--- config.mk ---
export PLATFORM = sky130hd
export DESIGN_NAME = scan_doubler
export DESIGN_NICKNAME = d
export VERILOG_FILES = /design/src/rtl/scan_doubler.sv
export SDC_FILE = /design/constraint.sdc
export NUM_CORES = 2
export LEC_CHECK = 0
export CORE_ASPECT_RATIO = 1.4
export CORE_MARGIN = 5
export CORE_UTILIZATION = 25
export DETAILED_ROUTE_END_ITERATION = 8
export PLACE_DENSITY = 0.45
export SLEW_MARGIN = 40
export SYNTH_ARGS = -nofsm -noshare
export SYNTH_HDL_FRONTEND = slang
export SYNTH_SLANG_ARGS = --single-unit
--- constraint.sdc ---
create_clock -name clk16_i -period 3.45 [get_ports clk16_i]
set_input_delay 0.345 -clock clk16_i [delete_from_list [all_inputs] [get_ports clk16_i]]
set_output_delay 0.345 -clock clk16_i [all_outputs]
set_load 0.02 [all_outputs]
--- src/rtl/scan_doubler.sv ---
// scan_doubler: line-doubles PET video into a 31 kHz stream; define SCANLINE_EN to blank the repeat line
module scan_doubler #(
    parameter int MAX_PIXELS = 512,
    parameter int H_SYNC_LEN = 61,
    parameter int PERIOD_W   = 11
) (
    input  logic clk16_i,
    input  logic reset_i,
    input  logic pixel_en_i,
    input  logic h_sync_i,
    input  logic v_sync_i,
    input  logic video_i,
    output logic h_sync_o,
    output logic v_sync_o,
    output logic video_o,
    output logic overflow_o
);
    localparam int AW = $clog2(MAX_PIXELS);
    localparam int CW = $clog2(MAX_PIXELS + 1);
    localparam logic [PERIOD_W-1:0] SAT = '1;

    logic mem [2][MAX_PIXELS];
    logic h_sync_q, wbank, armed, rep, rd_bit, rd_vld;
    logic [CW-1:0] wr_addr, rd_addr, line_len;
    logic [PERIOD_W-1:0] period_cnt, half_period, out_cnt;
    logic ils, mid, ols, wr, drop;

    // writes are ignored until the first line start after reset, so a partial line never reaches the buffer
    always_comb begin
        ils  = h_sync_q & ~h_sync_i;
        mid  = ~rep & (half_period != '0) & (out_cnt == half_period - PERIOD_W'(1));
        ols  = ils | mid;
        wr   = armed & pixel_en_i & ~ils & (wr_addr < CW'(MAX_PIXELS));
        drop = armed & pixel_en_i & ~ils & (wr_addr == CW'(MAX_PIXELS));
    end

    always_ff @(posedge clk16_i) begin
        if (wr) mem[wbank][wr_addr[AW-1:0]] <= video_i;
        rd_bit <= mem[~wbank][rd_addr[AW-1:0]];
    end

    always_ff @(posedge clk16_i) begin
        if (reset_i) begin
            h_sync_q    <= 1'b1;
            wbank       <= 1'b0;
            armed       <= 1'b0;
            rep         <= 1'b0;
            rd_vld      <= 1'b0;
            wr_addr     <= '0;
            rd_addr     <= '0;
            line_len    <= '0;
            period_cnt  <= '0;
            half_period <= '0;
            out_cnt     <= '0;
            h_sync_o    <= 1'b1;
            v_sync_o    <= 1'b1;
            overflow_o  <= 1'b0;
        end else begin
            h_sync_q   <= h_sync_i;
            period_cnt <= ils ? '0 : (period_cnt == SAT ? period_cnt : period_cnt + PERIOD_W'(1));
            overflow_o <= overflow_o | drop;
            rd_vld     <= rd_addr < line_len;
            if (ils) begin
                wbank       <= ~wbank;
                wr_addr     <= '0;
                line_len    <= wr_addr;
                armed       <= 1'b1;
                half_period <= (armed && period_cnt != SAT) ? period_cnt >> 1 : '0;
            end else if (wr) begin
                wr_addr <= wr_addr + CW'(1);
            end
            if (ols) begin
                out_cnt  <= '0;
                rd_addr  <= '0;
                rep      <= ~ils;
                v_sync_o <= v_sync_i;
                h_sync_o <= 1'b0;
            end else begin
                out_cnt  <= out_cnt == SAT ? out_cnt : out_cnt + PERIOD_W'(1);
                rd_addr  <= rd_addr < line_len ? rd_addr + CW'(1) : rd_addr;
                h_sync_o <= h_sync_o | (out_cnt >= PERIOD_W'(H_SYNC_LEN - 1));
            end
        end
    end

`ifdef SCANLINE_EN
    assign video_o = rd_bit & rd_vld & h_sync_o & ~rep;
`else
    assign video_o = rd_bit & rd_vld & h_sync_o;
`endif
endmodule
==> results.yml <==
placement:
  gp_routability_congestion: 0.821
  port-buffer-count: 9
  placed_cell_area_um2: 52100
  dp_hpwl_um: 98800
  dp.cells: 5958
clock_tree:
  cts_made_buffers: 103
  cts.sinks: 1095
  cts_root_buf: "clkbuf_16"
  clockBufferDepth: 3
  clkTransAtPathRegs_ns: 0.07
  clkLatencyLatePin_ns: 0.72
  tritoncts: "built"
  htreeDepth: 3
  cts_hold_buf: 0
grt:
  grt_pass1_wl_um: 226000
  overflow: 0
  grt_pass1_vias: 30100
  grt_antenna_before_repair: 4
  gr-usage-all-layers_pct: 15.4
  grt_max_degree: 176
final_layout:
  stdcell_area_um2: 55300
  drive_gt1_share_pct: 17.9
  fin_cells: 6159
  fillers: 19500
  final_core_util_pct: 28.9
  fin_nets: 3597
  syn2layout_area_growth_pct: 14.9
logic_synthesis:
  synth_top_area_cell: "edfxtp_1"
  synth_seq_area_share_pct: 66.8
  postSynthAreaPerCell_um2: 13.7
  synth_most_common_cell: "nor2_1"
  synth_nets: 3535
  synth_cell_types: 77
  synth_ff_type: "edfxtp_1"
  netlist_area_um2: 48100
  synthCells: 3511
  yosysTopAreaCellShare_pct: 63.9
  async_flop_share_pct: 0
  ys_top_cells_by_area: "edfxtp_1, mux4_2, nor2_1"
  synth_edf_count: 1024
  synth_seq_cells: 1095
  yosys_warnings: 0
  synthTopCellsByCount: "nor2_1, edfxtp_1, clkbuf_1, mux4_2, nand2_1"
setup_path:
  rr_startpoint: "rd_addr[0]"
  slowest_delay_ns: 0.58
  cp_slowest_cell: "dfxtp_4"
  worstSetupStartpoint: "rd_addr[0]"
  critPathTopFamily: "compound AO/OA/AOI/OAI gates"
  reg2reg_depth: 9
  crit_chain: "buf_4, buf_4, mux4_2, a22o_1, o21ai_0, o21ai_0, a21oi_1, o311a_1, o31ai_1"
  critPathBufInv: 2
  critical_path_class: "reg2reg"
  endpoint_kind: "flop"
  startpoint_type: "flop"
  arrival_ns: 3.84
  r2r-end: "rd_bit"
  cp.required_ns: 4.03
  r2r_setup_slack_ns: 0.19
  critPathMaxFanout: 21
routing:
  via_per_inst: 4.82
  drt_first_pass_iters: 5
  wl_per_cell_um: 25.7
  drt_iter0_drc: 2887
  wirelength_um: 158000
  ant_nets: 0
  drc: 0
  num_vias: 29700
floorplanning:
  rows: 190
  ios: 10
  die_y_um: 529
  core_um2: 192000
  start_util_pct: 25.1
  die_x_um: 381
  dieArea_um2: 202000
worst_hold_path:
  hold-path-endpoint: "mem[0][311]"
  hold_depth: 1
  worstHoldStart: "video_i"
  min-delay-path-class: "in2reg"
sta:
  skew_ns: 0.0312
  fmax_ghz: 0.307
  relSlewSlack_pct: 46.4
  max_slew.worst_pin.slew_ns: 0.805
  rsz0062_at_grt: "false"
  post-route-period-util_pct: 94.5
  drv_slew: 0
  setup_viol: 0
  setup_tns_ns: 0
  finalHoldViolCount: 0
  finalCriticalPeriod_ns: 3.26
power:
  ir_drop_v: 0.000323
  p_per_area_nw_per_um2: 484
  leakagePower_nw: 16.2
run:
  drv_cap: 0
run_status:
  status: "complete, no violations"
-- placed cells by master (no fill, tap or decap), types with 28 or more instances in the layout --
| cell type | n |
|---|---|
| buf_12 | 28 |
| buf_4 | 232 |
| mux2i_1 | 115 |
| dfxtp_1 | 67 |
| mux4_2 | 187 |
| clkbuf_16 | 105 |
| nor2_1 | 1110 |
| nand2_1 | 144 |
| a22oi_1 | 42 |
| a21oi_1 | 47 |
| nand3_1 | 38 |
| edfxtp_1 | 1024 |
| o21ai_0 | 32 |
-- flip-flops by register name (all words and copies together), names as in the netlist --
signal and flops:
overflow_o 1, h_sync_o 1, v_sync_o 1, h_sync_q 1, rd_vld 1, period_cnt 11
wbank 1, armed 1, line_len 10, rd_addr 10, rep 1, rd_bit 1
out_cnt 11, wr_addr 10, half_period 10, mem 1024
-- power breakdown --
group / internal (mW) / leakage [nW] / switching (mW) / total (mW)
clock network: 6.04 / 1.57 / 5.20 / 11.2
registers: 14.5 / 9.78 / 0.0138 / 14.5
logic: 0.404 / 4.85 / 0.621 / 1.02
total: 20.9 / 16.2 / 5.84 / 26.8
-- cell families after synthesis --
kind of cell | count (synthesis) | share of synthesized area, %
xor+xnor | 46 | 0.837
fa+ha+maj | 18 | 0.468
compound gates | 252 | 3.71
mux | 331 | 12.5
simple gates | 1433 | 11.9
buf+inv | 336 | 3.71
flops | 1095 | 66.8
-- stage by stage --
stage          power (mW)  worst slack [ns]  hold WS, ns
2_1_floorplan        15.4              1.01        0.436
3_3_place_gp         15.8          -0.00354        0.444
3_5_place_dp         15.8           -0.0335        0.448
4_1_cts              27.1             0.194      0.00537
5_1_grt              27.6            0.0684       0.0293
6_report             26.8             0.188       0.0676
-- worst max path at each step --
stage,end,slack [ns],cells past startpoint
4_1_cts,rd_bit,0.19,9
6_report,rd_bit,0.19,9
3_3_place_gp,rd_bit,-0.004,9
3_5_place_dp,rd_bit,-0.03,9
2_1_floorplan,rd_addr[9],1.01,10
5_1_grt,rd_bit,0.07,9
-- cell type report --
| class | count | area (µm²) | share of cell area, % |
|---|---|---|---|
| flip-flops and latches | 1095 | 32200 | 58.2 |
| repair buffers | 272 | 2430 | 4.39 |
| diodes | 2 | 5.00 | 0.00904 |
| well taps | 2496 | 3120 | 5.64 |
| clock buffers | 126 | 2710 | 4.89 |
| clock inverters | 67 | 497 | 0.898 |
| inverters | 21 | 78.8 | 0.142 |
| multi-input cells | 2080 | 14300 | 25.9 |
-- per-layer routing --
metal / vias to the layer above / global-route usage [%] / wire length (µm)
li1: 12900 / - / -
met1: 15800 / 18.2 / 61800
met2: 750 / 28.6 / 84400
met3: 207 / 1.89 / 6470
met4: 0 / 5.54 / 5750
met5: - / 0 / 0
-- repair_timing --
action	in CTS	in global routing
gates resized for setup	1	0
setup endpoints to repair	1	0
buffers inserted	6	0
Note: power is estimated with default switching activity, not from simulation.
